==> src/rtl/mem_main_arb_if.sv <==
// Requester, completion and memory-port signals of the main-memory arbiter.
// The slave view is the arbiter itself; the master view is its environment.
interface mem_main_arb_if #(
   parameter int NUM_RT = 4,
   parameter int ADDR_W = 32,
   parameter int DATA_W = 128
);
   logic [NUM_RT-1:0]             we_RT;
   logic [NUM_RT-1:0]             re_RT;
   logic [NUM_RT-1:0][ADDR_W-1:0] addr_RT;
   logic [NUM_RT-1:0][DATA_W-1:0] data_RT_in;
   logic                          re_MC;
   logic [ADDR_W-1:0]             addr_MC;
   logic [NUM_RT-1:0]             rdy_RT;
   logic [NUM_RT-1:0][DATA_W-1:0] data_RT_out;
   logic                          rdy_MC;
   logic [DATA_W-1:0]             data_MC_out;
   logic                          mem_we;
   logic                          mem_re;
   logic [ADDR_W-1:0]             mem_addr;
   logic [DATA_W-1:0]             mem_wdata;
   logic [DATA_W-1:0]             mem_rdata;
   logic                          mem_rvalid;

   modport slave (
      input  we_RT, re_RT, addr_RT, data_RT_in, re_MC, addr_MC, mem_rdata, mem_rvalid,
      output rdy_RT, data_RT_out, rdy_MC, data_MC_out, mem_we, mem_re, mem_addr, mem_wdata
   );

   modport master (
      output we_RT, re_RT, addr_RT, data_RT_in, re_MC, addr_MC, mem_rdata, mem_rvalid,
      input  rdy_RT, data_RT_out, rdy_MC, data_MC_out, mem_we, mem_re, mem_addr, mem_wdata
   );
endinterface

==> src/rtl/mem_main_arb.sv <==
// Shares single-ported main memory between NUM_RT ray-tracer cores and the MC, one access at a time.
// Define MEM_ARB_MC_PRIORITY_EN to give MC fixed top priority over the round-robin RT slots.
module mem_main_arb #(
   parameter int NUM_RT = 4,
   parameter int ADDR_W = 32,
   parameter int DATA_W = 128
) (
   input logic            clk,
   input logic            rst_n,
   mem_main_arb_if.slave  bus
);
   localparam int SLOTS = NUM_RT + 1;
   localparam int SW    = $clog2(SLOTS);

   typedef enum logic [1:0] {IDLE, ISSUE, WAIT, DONE} state_t;

   state_t            state, state_nxt;
   logic [SW-1:0]     rr_ptr;
   logic [SW-1:0]     win;
   logic              wr_op;
   logic [SLOTS-1:0]  req;
   logic [SW-1:0]     pick;
   logic              pick_vld;
   logic              pick_wr;
   logic [ADDR_W-1:0] pick_addr;
   logic [DATA_W-1:0] pick_wdata;

   assign req = {bus.re_MC, bus.we_RT | bus.re_RT};

   always_comb begin
      int idx;
      idx      = 0;
      pick     = '0;
      pick_vld = 1'b0;
`ifdef MEM_ARB_MC_PRIORITY_EN
      if (bus.re_MC) begin
         pick     = SW'(NUM_RT);
         pick_vld = 1'b1;
      end else begin
         for (int k = 0; k < NUM_RT; k++) begin
            idx = (int'(rr_ptr) + k) % NUM_RT;
            if (!pick_vld && req[idx]) begin
               pick     = SW'(idx);
               pick_vld = 1'b1;
            end
         end
      end
`else
      for (int k = 0; k < SLOTS; k++) begin
         idx = (int'(rr_ptr) + k) % SLOTS;
         if (!pick_vld && req[idx]) begin
            pick     = SW'(idx);
            pick_vld = 1'b1;
         end
      end
`endif
   end

   // MC slot falls through the loop: read-only, no write data
   always_comb begin
      pick_wr    = 1'b0;
      pick_addr  = bus.addr_MC;
      pick_wdata = '0;
      for (int i = 0; i < NUM_RT; i++) begin
         if (pick == SW'(i)) begin
            pick_wr    = bus.we_RT[i];
            pick_addr  = bus.addr_RT[i];
            pick_wdata = bus.data_RT_in[i];
         end
      end
   end

   always_ff @(posedge clk or negedge rst_n) begin
      if (!rst_n) state <= IDLE;
      else        state <= state_nxt;
   end

   always_comb begin
      state_nxt  = state;
      bus.mem_we = 1'b0;
      bus.mem_re = 1'b0;
      bus.rdy_RT = '0;
      bus.rdy_MC = 1'b0;
      case (state)
         IDLE:  if (pick_vld) state_nxt = ISSUE;
         ISSUE: begin
            bus.mem_we = wr_op;
            bus.mem_re = !wr_op;
            state_nxt  = wr_op ? DONE : WAIT;
         end
         WAIT:  if (bus.mem_rvalid) state_nxt = DONE;
         DONE: begin
            bus.rdy_MC = (win == SW'(NUM_RT));
            for (int i = 0; i < NUM_RT; i++) bus.rdy_RT[i] = (win == SW'(i));
            state_nxt = IDLE;
         end
         default: state_nxt = IDLE;
      endcase
   end

   always_ff @(posedge clk or negedge rst_n) begin
      if (!rst_n) begin
         rr_ptr          <= '0;
         win             <= '0;
         wr_op           <= 1'b0;
         bus.mem_addr    <= '0;
         bus.mem_wdata   <= '0;
         bus.data_RT_out <= '0;
         bus.data_MC_out <= '0;
      end else begin
         if (state == IDLE && pick_vld) begin
            win           <= pick;
            wr_op         <= pick_wr;
            bus.mem_addr  <= pick_addr;
            bus.mem_wdata <= pick_wdata;
         end
         if (state == ISSUE) begin
`ifdef MEM_ARB_MC_PRIORITY_EN
            // MC grants leave the RT rotation untouched
            if (win != SW'(NUM_RT))
               rr_ptr <= (win == SW'(NUM_RT - 1)) ? '0 : win + SW'(1);
`else
            rr_ptr <= (win == SW'(NUM_RT)) ? '0 : win + SW'(1);
`endif
         end
         if (state == WAIT && bus.mem_rvalid) begin
            if (win == SW'(NUM_RT)) bus.data_MC_out <= bus.mem_rdata;
            for (int i = 0; i < NUM_RT; i++)
               if (win == SW'(i)) bus.data_RT_out[i] <= bus.mem_rdata;
         end
      end
   end
endmodule

==> src/flat_wrapper.sv <==
// flat-port wrapper written by rule: the top's interface ports become plain ports
module mem_main_arb_flat 
#(
   parameter int NUM_RT = 4,
   parameter int ADDR_W = 32,
   parameter int DATA_W = 128
)
  (clk, rst_n, bus_we_RT, bus_re_RT, bus_addr_RT, bus_data_RT_in, bus_re_MC, bus_addr_MC, bus_mem_rdata, bus_mem_rvalid, bus_rdy_RT, bus_data_RT_out, bus_rdy_MC, bus_data_MC_out, bus_mem_we, bus_mem_re, bus_mem_addr, bus_mem_wdata);
  mem_main_arb_if #(.NUM_RT(NUM_RT), .ADDR_W(ADDR_W), .DATA_W(DATA_W)) bus_i ();
  input logic clk;
  input logic rst_n;
  input wire logic [$bits(bus_i.we_RT)-1:0] bus_we_RT;
  input wire logic [$bits(bus_i.re_RT)-1:0] bus_re_RT;
  input wire logic [$bits(bus_i.addr_RT)-1:0] bus_addr_RT;
  input wire logic [$bits(bus_i.data_RT_in)-1:0] bus_data_RT_in;
  input wire logic [$bits(bus_i.re_MC)-1:0] bus_re_MC;
  input wire logic [$bits(bus_i.addr_MC)-1:0] bus_addr_MC;
  input wire logic [$bits(bus_i.mem_rdata)-1:0] bus_mem_rdata;
  input wire logic [$bits(bus_i.mem_rvalid)-1:0] bus_mem_rvalid;
  output wire logic [$bits(bus_i.rdy_RT)-1:0] bus_rdy_RT;
  output wire logic [$bits(bus_i.data_RT_out)-1:0] bus_data_RT_out;
  output wire logic [$bits(bus_i.rdy_MC)-1:0] bus_rdy_MC;
  output wire logic [$bits(bus_i.data_MC_out)-1:0] bus_data_MC_out;
  output wire logic [$bits(bus_i.mem_we)-1:0] bus_mem_we;
  output wire logic [$bits(bus_i.mem_re)-1:0] bus_mem_re;
  output wire logic [$bits(bus_i.mem_addr)-1:0] bus_mem_addr;
  output wire logic [$bits(bus_i.mem_wdata)-1:0] bus_mem_wdata;
  assign bus_i.we_RT = bus_we_RT;
  assign bus_i.re_RT = bus_re_RT;
  assign bus_i.addr_RT = bus_addr_RT;
  assign bus_i.data_RT_in = bus_data_RT_in;
  assign bus_i.re_MC = bus_re_MC;
  assign bus_i.addr_MC = bus_addr_MC;
  assign bus_i.mem_rdata = bus_mem_rdata;
  assign bus_i.mem_rvalid = bus_mem_rvalid;
  assign bus_rdy_RT = bus_i.rdy_RT;
  assign bus_data_RT_out = bus_i.data_RT_out;
  assign bus_rdy_MC = bus_i.rdy_MC;
  assign bus_data_MC_out = bus_i.data_MC_out;
  assign bus_mem_we = bus_i.mem_we;
  assign bus_mem_re = bus_i.mem_re;
  assign bus_mem_addr = bus_i.mem_addr;
  assign bus_mem_wdata = bus_i.mem_wdata;
  mem_main_arb #(.NUM_RT(NUM_RT), .ADDR_W(ADDR_W), .DATA_W(DATA_W)) u_core (.clk(clk), .rst_n(rst_n), .bus(bus_i));
endmodule
==> config.mk <==
export PLATFORM = sky130hd
export DESIGN_NAME = mem_main_arb_flat
export DESIGN_NICKNAME = d
export VERILOG_FILES = /design/src/rtl/mem_main_arb_if.sv /design/src/rtl/mem_main_arb.sv /design/src/flat_wrapper.sv
export SDC_FILE = /design/constraint.sdc
export NUM_CORES = 1
export LEC_CHECK = 0
export CORE_AREA = 2 2 632 634
export DETAILED_ROUTE_END_ITERATION = 12
export DIE_AREA = 0 0 634 636
export PLACE_DENSITY_LB_ADDON = 0.1
export SLEW_MARGIN = 20
export SYNTH_ARGS = -nofsm -noshare
export SYNTH_HDL_FRONTEND = slang
export SYNTH_SLANG_ARGS = --single-unit
==> constraint.sdc <==
create_clock -name clk -period 15.2 [get_ports clk]
set_clock_uncertainty 0.2 [all_clocks]
set_input_delay 3.04 -clock clk [delete_from_list [all_inputs] [get_ports clk]]
set_output_delay 3.04 -clock clk [all_outputs]
set_load 0.05 [all_outputs]
==> results of run 1 <==
==> logic make-up (layout without fill, tap and decap cells) <==
| kind of cell | count (synthesis) | after routing | synth area share (%) |
|---|---|---|---|
| compound gates | 719 | 719 | 12.2 |
| xor+xnor | 7 | 7 | 0.207 |
| fa+ha+maj | 26 | 26 | 0.883 |
| buf+inv | 234 | 1896 | 3.00 |
| flops | 809 | 809 | 54.9 |
| mux | 819 | 819 | 24.5 |
| other cells | 0 | 17 | 0 |
| simple gates | 328 | 328 | 4.34 |
==> layout make-up <==
class                   instances  share of cell area (%)
diodes                         17                  0.0673
well taps                    5265                    10.4
inverters                      20                   0.119
flip-flops and latches        809                    32.0
repair buffers               1664                    26.3
clock inverters                26                   0.626
clock buffers                 186                    5.75
multi-input cells            1899                    24.7
==> state kept, by name, summed over array words and instances, names as in the netlist <==
name	flops
u_core.rr_ptr	3
u_core.bus.mem_wdata	128
u_core.win	3
u_core.state	2
u_core.bus.data_RT_out	512
u_core.bus.data_MC_out	128
u_core.bus.mem_addr	32
u_core.wr_op	1
==> synth_stat cells, types with 17 or more instances <==
cell type	instances	area [sq um]
inv_1	17	63.8
a21o_1	22	165
a221oi_1	19	166
o21ai_0	190	951
and2_1	29	181
o21a_1	130	976
nor3_1	29	145
a41oi_1	19	166
buf_4	21	158
dfrtp_1	809	20200
nand2_1	150	563
mux2_2	654	7360
clkbuf_1	149	559
mux2i_1	165	1650
a21oi_1	21	105
o21ai_1	238	1190
nor2_1	31	116
nor2b_1	24	150
ha_1	26	325
buf_2	22	110
==> routing by layer <==
| metal | up-vias | track usage, % | wire length (microns) |
|---|---|---|---|
| met4 | 12 | 2.05 | 4570 |
| li1 | 13825 | - | - |
| met3 | 256 | 5.14 | 24600 |
| met2 | 1144 | 24.1 | 142000 |
| met1 | 15904 | 13.3 | 96900 |
| met5 | - | 0 | 69 |
==> metrics by stage <==
stage / hold slack (ns) / cells / cell area (sq um) / worst slack (ns)
global route: 0.309 / 9871 / 63200 / 5.80
detailed placement: 0.276 / 9657 / 59100 / 6.44
CTS: 0.288 / 9869 / 63100 / 6.43
finish: 0.285 / 9886 / 63200 / 6.36
floorplan: 0.270 / 2942 / 36900 / 9.06
global placement: 0.273 / 9657 / 59100 / 6.51
==> worst max-delay path, delay by kind of cell (launching register included) <==
family	cells	cell delay, ns
AO/OA/AOI/OAI	7	1.40
adder cells (fa/ha/maj)	2	1.30
buffers and inverters	5	2.65
flip-flops	1	1.02
multiplexers	1	0.33
AND/OR/NAND/NOR	3	1.13
==> worst min-delay path by stage <==
| stage | from | endpoint | slack (ns) |
|---|---|---|---|
| final | u_core.bus.mem_wdata[29] | u_core.bus.mem_wdata[29] | 0.28 |
| after global routing | u_core.bus.data_RT_out[274] | u_core.bus.data_RT_out[274] | 0.31 |
| after CTS | u_core.bus.mem_wdata[29] | u_core.bus.mem_wdata[29] | 0.29 |
| after detailed placement | u_core.bus.mem_wdata[29] | u_core.bus.mem_wdata[29] | 0.28 |
| after global placement | u_core.bus.mem_wdata[22] | u_core.bus.mem_wdata[22] | 0.27 |
| after floorplan | u_core.wr_op | u_core.wr_op | 0.27 |
==> results.py, run 1 <==
metrics = {
    "cts": {
        "cts.path.max_buffers": 4,
        "cts.sinks": 809,
        "cts_inserted_buffers": 121,
        "cts_root_buffer": "clkbuf_16",
        "cts_tree": "done",
        "post_cts_buffers": 0,
        "clkTransAtPathRegs_ns": 0.05,
        "h-tree-depth": 3,
        "cts_hold_buf": 0,
        "post_cts_resized": 0,
        "clk_latency_ns": 0.79,
    },
    "place": {
        "dp.final_hpwl_microns": 209000,
        "routabilityCongestion": 0.800,
        "io_buffer_count": 1618,
    },
    "timing": {
        "finalSetupViolCount": 0,
        "tns_ns": 0,
        "period_needed_ns": 8.84,
        "rsz0062_at_grt": "no",
        "relSlewSlack_pct": 30.3,
        "worstMarginPinSlew_ns": 1.04,
        "final_max_slew_viol_count": 0,
        "fmax_mhz": 113,
        "finalCritPeriodShare_pct": 58.2,
        "finalHoldViolCount": 0,
    },
    "synthesis": {
        "synth_edf_count": 0,
        "synthesis.nets": 3780,
        "synth_area_sq_um": 36900,
        "synth-seq-area-share_pct": 54.9,
        "syn-mean-instance-area_sq_um": 12.5,
        "ys_ff_latch": 809,
        "synthFlopType": "dfrtp_1",
        "synth.distinct_cells": 80,
        "synthCells": 2942,
        "async_flop_share_pct": 100,
        "yosysWarnings": 0,
    },
    "floorplanning": {
        "dieArea_sq_um": 403000,
        "rows": 232,
        "core-area_sq_um": 397000,
        "io_pins": 1619,
        "fp.dieW_microns": 634,
        "start_util_pct": 9.28,
        "chipHeight_microns": 636,
    },
    "worst_setup_path": {
        "end_kind": "flop",
        "required_ns": 15.68,
        "r2r_cells": 18,
        "endpoint": "u_core.bus.mem_wdata[124]",
        "path_common_cell": "buf_12",
        "ff2ff_setup_slack_ns": 6.36,
        "cp.arrival_ns": 9.33,
        "reg2reg_to": "u_core.bus.mem_wdata[124]",
        "cpMaxStageDelayCell": "dfrtp_1",
        "cpPeakStageDelay_ns": 1.02,
        "setup.worst_path.start": "u_core.rr_ptr[0]",
        "crit_chain": "clkinv_1, ha_1, inv_2, ha_1, or3_4, nand2b_1, o22ai_1, o221a_1, a221o_1, nor4b_1, a211oi_1, a211oi_4, buf_12, buf_12, buf_12, mux2i_1, o21a_1, o21ai_1",
        "critPathLaunchType": "flop",
        "setup.worst_path.class": "flop to flop",
        "worstPathMaxFanout": 133,
        "timing.rr.start": "u_core.rr_ptr[0]",
    },
    "route": {
        "drt_first_pass_iters": 5,
        "routed_wire_length_per_instance_microns": 27.1,
        "routed_wl_microns": 268000,
        "ant_nets": 0,
        "vias_per_cell": 3.15,
        "drtIter0Drc": 1331,
        "drc": 0,
        "dr_total_vias": 31141,
    },
    "cells_and_area": {
        "final_cell_mix": "clkdlybuf4s50_1 (1603), dfrtp_1 (809), mux2_2 (654)",
        "fillers": 44263,
        "layout.cells.most_common": "clkdlybuf4s50_1",
        "area_growth_pct": 71.4,
        "finish.net_count": 5353,
        "utilization_pct": 15.9,
        "multiInputGateArea_sq_um": 15600,
        "drive_above_1_share_pct": 20.6,
        "seq_area_sq_um": 20200,
    },
    "global_routing": {
        "grt_max_degree": 136,
        "grt_pass1_wl_microns": 347000,
        "first_global_vias": 33547,
        "antenna_found_initial": 72,
        "track_usage_pct": 12.8,
        "overflow": 0,
    },
    "run_status": {
        "status": "finished, final reports clean",
    },
    "run": {
        "max_cap_viol_count": 0,
    },
    "hold_path": {
        "hold_class": "flop to flop",
        "hold_depth": 2,
    },
}
Power of run 1 is left out: the tool's default activity adds up to more than one toggle a clock period on the data nets, which glitch-free logic cannot reach.
==> inputs of run 2 (changes only) <==
--- a/config.mk
+++ b/config.mk
@@ -5,9 +5,9 @@
 export SDC_FILE = /design/constraint.sdc
 export NUM_CORES = 1
 export LEC_CHECK = 0
-export CORE_AREA = 2 2 632 634
+export CORE_AREA = 2 2 628 630
 export DETAILED_ROUTE_END_ITERATION = 12
-export DIE_AREA = 0 0 634 636
+export DIE_AREA = 0 0 630 632
 export PLACE_DENSITY_LB_ADDON = 0.1
 export SLEW_MARGIN = 20
 export SYNTH_ARGS = -nofsm -noshare
==> constraint.sdc (replaced) <==
create_clock -name clk -period 7.4 [get_ports clk]
set_clock_uncertainty 0.2 [all_clocks]
set_input_delay 1.48 -clock clk [delete_from_list [all_inputs] [get_ports clk]]
set_output_delay 1.48 -clock clk [all_outputs]
set_load 0.05 [all_outputs]
==> results.py, run 2 (synthesis gave the netlist of run 1 again) <==
metrics = {
    "hold_path": {
        "hold-path-endpoint": "u_core.bus.mem_wdata[32]",
        "hold_depth": 2,
        "hold_class": "flop to flop",
        "hp-start": "u_core.bus.mem_wdata[32]",
    },
    "route": {
        "drt_first_pass_iters": 4,
        "vias_per_cell": 3.18,
        "ant_nets": 0,
        "drc": 0,
        "routed_wire_length_per_instance_microns": 27.4,
        "dr_total_vias": 31479,
        "drtIter0Drc": 1065,
        "routed_wl_microns": 271000,
    },
    "place": {
        "dp.final_hpwl_microns": 212000,
        "routabilityCongestion": 0.782,
        "io_buffer_count": 1618,
    },
    "global_routing": {
        "antenna_found_initial": 112,
        "overflow": 0,
        "track_usage_pct": 13.0,
        "first_global_vias": 34091,
        "grt_pass1_wl_microns": 351000,
        "grt_max_degree": 118,
    },
    "timing": {
        "final_max_slew_viol_count": 0,
        "finalSetupViolCount": 0,
        "relSlewSlack_pct": 32.1,
        "rsz0062_at_grt": "no",
        "finalHoldViolCount": 0,
        "worstMarginPinSlew_ns": 1.01,
        "finalCritPeriodShare_pct": 84.1,
        "fmax_mhz": 161,
        "tns_ns": 0,
        "period_needed_ns": 6.22,
    },
    "worst_setup_path": {
        "reg2reg_to": "u_core.bus.mem_wdata[127]",
        "cp.arrival_ns": 6.74,
        "cpMaxStageDelayCell": "a21o_4",
        "end_kind": "flop",
        "required_ns": 7.91,
        "cpPeakStageDelay_ns": 0.58,
        "timing.rr.start": "u_core.rr_ptr[1]",
        "cpLargestDelayFamily": "compound AO/OA/AOI/OAI gates",
        "worstPathMaxFanout": 47,
        "r2r_cells": 20,
        "setup.worst_path.class": "flop to flop",
        "crit_chain": "inv_1, ha_1, inv_1, ha_1, inv_1, ha_1, inv_1, ha_1, nand2b_1, a21oi_1, nor2_1, o221a_1, a221o_1, or4b_4, a211o_1, a21oi_1, a21o_4, buf_12, o21a_1, o21ai_1",
        "critPathLaunchType": "flop",
        "cp_num_buf_inv": 5,
        "ff2ff_setup_slack_ns": 1.18,
    },
    "cts": {
        "post_cts_resized": 0,
        "clk_latency_ns": 0.84,
        "cts.sinks": 809,
        "post_cts_buffers": 0,
        "cts.path.max_buffers": 4,
        "clkTransAtPathRegs_ns": 0.06,
        "cts_hold_buf": 0,
        "cts_inserted_buffers": 123,
        "cts_root_buffer": "clkbuf_16",
        "h-tree-depth": 3,
        "cts_tree": "done",
    },
    "floorplanning": {
        "fp.dieW_microns": 630,
        "start_util_pct": 9.42,
        "io_pins": 1619,
        "core-area_sq_um": 391000,
        "dieArea_sq_um": 398000,
        "chipHeight_microns": 632,
        "rows": 230,
    },
    "cells_and_area": {
        "reg_top3": "u_core.bus.data_RT_out: 512 flops, u_core.bus.data_MC_out: 128 flops, u_core.bus.mem_wdata: 128 flops",
        "layout.cells.most_common": "clkdlybuf4s50_1",
        "regMostFlops": "u_core.bus.data_RT_out",
        "area_growth_pct": 72.7,
        "drive_above_1_share_pct": 21.1,
        "final_cell_mix": "clkdlybuf4s50_1 (1611), dfrtp_1 (809), mux2_2 (654)",
        "largest_reg_flops": 512,
        "finish.net_count": 5402,
    },
    "run_status": {
        "status": "finished, final reports clean",
    },
    "run": {
        "max_cap_viol_count": 0,
    },
}
run 2: worst max path at each step:
stage | endpoint | cells past startpoint | slack [ns] | startpoint
after global routing | u_core.bus.mem_wdata[127] | 20 | 0.76 | u_core.rr_ptr[1]
after global placement | u_core.bus.mem_addr[11] | 20 | 1.16 | u_core.rr_ptr[1]
after floorplan | u_core.bus.mem_addr[14] | 23 | 1.99 | u_core.rr_ptr[0]
after detailed placement | u_core.bus.mem_wdata[127] | 20 | 1.05 | u_core.rr_ptr[1]
final | u_core.bus.mem_wdata[127] | 20 | 1.18 | u_core.rr_ptr[1]
after CTS | u_core.bus.mem_wdata[127] | 20 | 1.09 | u_core.rr_ptr[1]
run 2: final cells by class:
type / instances / area (sq um)
inverter: 20 / 75.1
timing repair buffer: 1711 / 17200
clock inverter: 29 / 318
clock buffer: 183 / 3570
multi-input combinational: 1899 / 15600
sequential: 809 / 20200
antenna: 29 / 72.6
fill: 43553 / 328000
tap: 5220 / 6530
run 2: per-layer routing:
layer,GRT usage (%),wire (microns),vias to the layer above
li1,-,-,13935
met1,12.4,90700,15937
met2,24.9,145000,1208
met3,6.08,26800,343
met4,3.65,8500,56
met5,0,344,-
run 2: per-stage QoR:
step                cell area [sq um]  utilization [%]  setup slack, ns  std cells  hold WS [ns]
finish                          63700             16.3             1.18       9900         0.284
global route                    63600             16.3            0.764       9880         0.305
CTS                             63600             16.2             1.09       9870         0.291
detailed placement              59700             15.2             1.05       9658         0.278
global placement                59700             15.2             1.16       9657         0.271
floorplan                       36900                -             1.99       2942         0.270
run 2: tightest hold or removal path, cell delays in order, from the launching register on:
cell	delay, ns
dfrtp_1	0.34
nand2_1	0.05
o21ai_1	0.06
Power of run 2 is left out for the same reason.
==> inputs of run 3 (changes only) <==
==> constraint.sdc (replaced) <==
create_clock -name clk -period 5.6 [get_ports clk]
set_clock_uncertainty 0.2 [all_clocks]
set_input_delay 1.12 -clock clk [delete_from_list [all_inputs] [get_ports clk]]
set_output_delay 1.12 -clock clk [all_outputs]
set_load 0.05 [all_outputs]
==> results.py, run 3 (synthesis gave the netlist of run 1 again) <==
metrics = {
    "run_status": {
        "status": "finished, final reports clean",
    },
    "floorplanning": {
        "core-area_sq_um": 391000,
        "rows": 230,
        "dieArea_sq_um": 398000,
        "start_util_pct": 9.42,
        "io_pins": 1619,
        "fp.dieW_microns": 630,
        "chipHeight_microns": 632,
    },
    "cells_and_area": {
        "finish.net_count": 5479,
        "final_cell_mix": "clkdlybuf4s50_1 (1611), dfrtp_1 (809), mux2_2 (654)",
        "utilization_pct": 16.4,
        "fillers": 43531,
        "regMostFlops": "u_core.bus.data_RT_out",
        "layout.cells.most_common": "clkdlybuf4s50_1",
        "area_growth_pct": 74.6,
        "multiInputGateArea_sq_um": 15600,
        "reg_top3": "u_core.bus.data_RT_out: 512 flops, u_core.bus.data_MC_out: 128 flops, u_core.bus.mem_wdata: 128 flops",
        "drive_above_1_share_pct": 22.4,
        "largest_reg_flops": 512,
        "seq_area_sq_um": 20200,
    },
    "route": {
        "ant_nets": 0,
        "vias_per_cell": 3.16,
        "dr_total_vias": 31543,
        "routed_wire_length_per_instance_microns": 27.1,
        "drc": 0,
        "drtIter0Drc": 1304,
        "drt_first_pass_iters": 5,
        "routed_wl_microns": 270000,
    },
    "cts": {
        "cts_root_buffer": "clkbuf_16",
        "cts.sinks": 809,
        "h-tree-depth": 3,
        "cts_tree": "done",
        "post_cts_buffers": 0,
        "clk_latency_ns": 0.77,
        "clkTransAtPathRegs_ns": 0.06,
        "cts_inserted_buffers": 122,
        "cts.path.max_buffers": 4,
    },
    "global_routing": {
        "track_usage_pct": 13.1,
        "first_global_vias": 34556,
        "grt_pass1_wl_microns": 351000,
        "antenna_found_initial": 112,
        "overflow": 0,
        "grt_max_degree": 119,
    },
    "timing": {
        "period_needed_ns": 5.34,
        "finalCritPeriodShare_pct": 95.3,
        "fmax_mhz": 187,
        "final_max_slew_viol_count": 0,
        "rsz0062_at_grt": "no",
        "timing.final.ws_setup_ns": 0.264,
        "relSlewSlack_pct": 22.9,
        "finalSetupViolCount": 0,
        "worstMarginPinSlew_ns": 1.15,
        "tns_ns": 0,
        "finalHoldViolCount": 0,
    },
    "run": {
        "max_cap_viol_count": 0,
    },
    "worst_setup_path": {
        "end_kind": "flop",
        "worstPathMaxFanout": 38,
        "cp.arrival_ns": 5.85,
        "required_ns": 6.12,
        "critPathLaunchType": "flop",
        "setup.worst_path.class": "flop to flop",
    },
    "place": {
        "io_buffer_count": 1618,
        "dp.final_hpwl_microns": 216000,
        "routabilityCongestion": 0.785,
        "post-place-ws_ns": -0.0612,
    },
    "hold_path": {
        "hold_class": "primary input to asynchronous set/reset pin",
    },
}
-- run 3: cell types whose count changed in the layout (fill, tap and decap cells not counted), sizes merged --
cell,change
buf,+78
clkinv,+1
bufinv,-2
clkbuf,+5
diode,+9
-- run 3: layout make-up --
class	count	share of cell area [%]
Timing Repair Buffer	1789	27.9
Antenna cell	38	0.148
Multi-Input combinational cell	1899	24.3
Clock buffer	188	5.58
Sequential cell	809	31.5
Tap cell	5220	10.1
Clock inverter	28	0.412
Inverter	20	0.117
-- run 3: critical path: stages (launching register included) --
cell and delay [ns]:
dfrtp_1 0.37, buf_4 0.18, ha_1 0.24, xnor2_2 0.28, ha_1 0.19, inv_1 0.04
ha_1 0.28, o31a_1 0.36, a211oi_1 0.35, o311ai_2 0.16, a31oi_2 0.36, o221ai_1 0.26
a211oi_1 0.44, a211oi_4 0.10, buf_12 0.18, buf_12 0.16, buf_12 0.23, o21ai_1 0.56
o21a_1 0.21, o21ai_1 0.07
-- run 3: per-layer routing --
metal | GRT usage [%] | share of wire, % | vias to the layer above
li1 | - | - | 14102
met1 | 12.2 | 33 | 15754
met2 | 24.0 | 52 | 1268
met3 | 6.07 | 10 | 371
met4 | 6.05 | 4.9 | 48
met5 | 0 | 0.11 | -
-- run 3: path summary, 6_finish.rpt --
path                                                 from                         end  slack (ns)  cells after the start
worst max-delay path                     u_core.rr_ptr[1]    u_core.bus.mem_wdata[96]        0.26                     19
worst min-delay path                                rst_n  u_core.bus.data_MC_out[62]        0.10                      1
worst max register to register           u_core.rr_ptr[1]    u_core.bus.mem_wdata[96]        0.26                     19
worst min register to register  u_core.bus.mem_wdata[120]   u_core.bus.mem_wdata[120]        0.28                      2
max in group asynchronous                           rst_n               u_core.win[2]        3.65                      2
min in group clk                u_core.bus.mem_wdata[120]   u_core.bus.mem_wdata[120]        0.28                      2
-- run 3: through the flow --
stage               instances  cell area, sq um  hold WS (ns)
floorplan                2942             36900         0.270
global placement         9734             60400         0.270
detailed placement       9737             60400         0.274
CTS                      9953             64300        0.0676
global route             9974             64300        0.0899
finish                   9991             64400         0.103
-- run 3: repair_timing --
| item | 4_1_cts | 5_1_grt |
|---|---|---|
| endpoints found under the setup margin | 0 | 33 |
| hold buffers | 0 | 0 |
| gates resized for setup | 0 | 7 |
Power of run 3 is left out for the same reason.
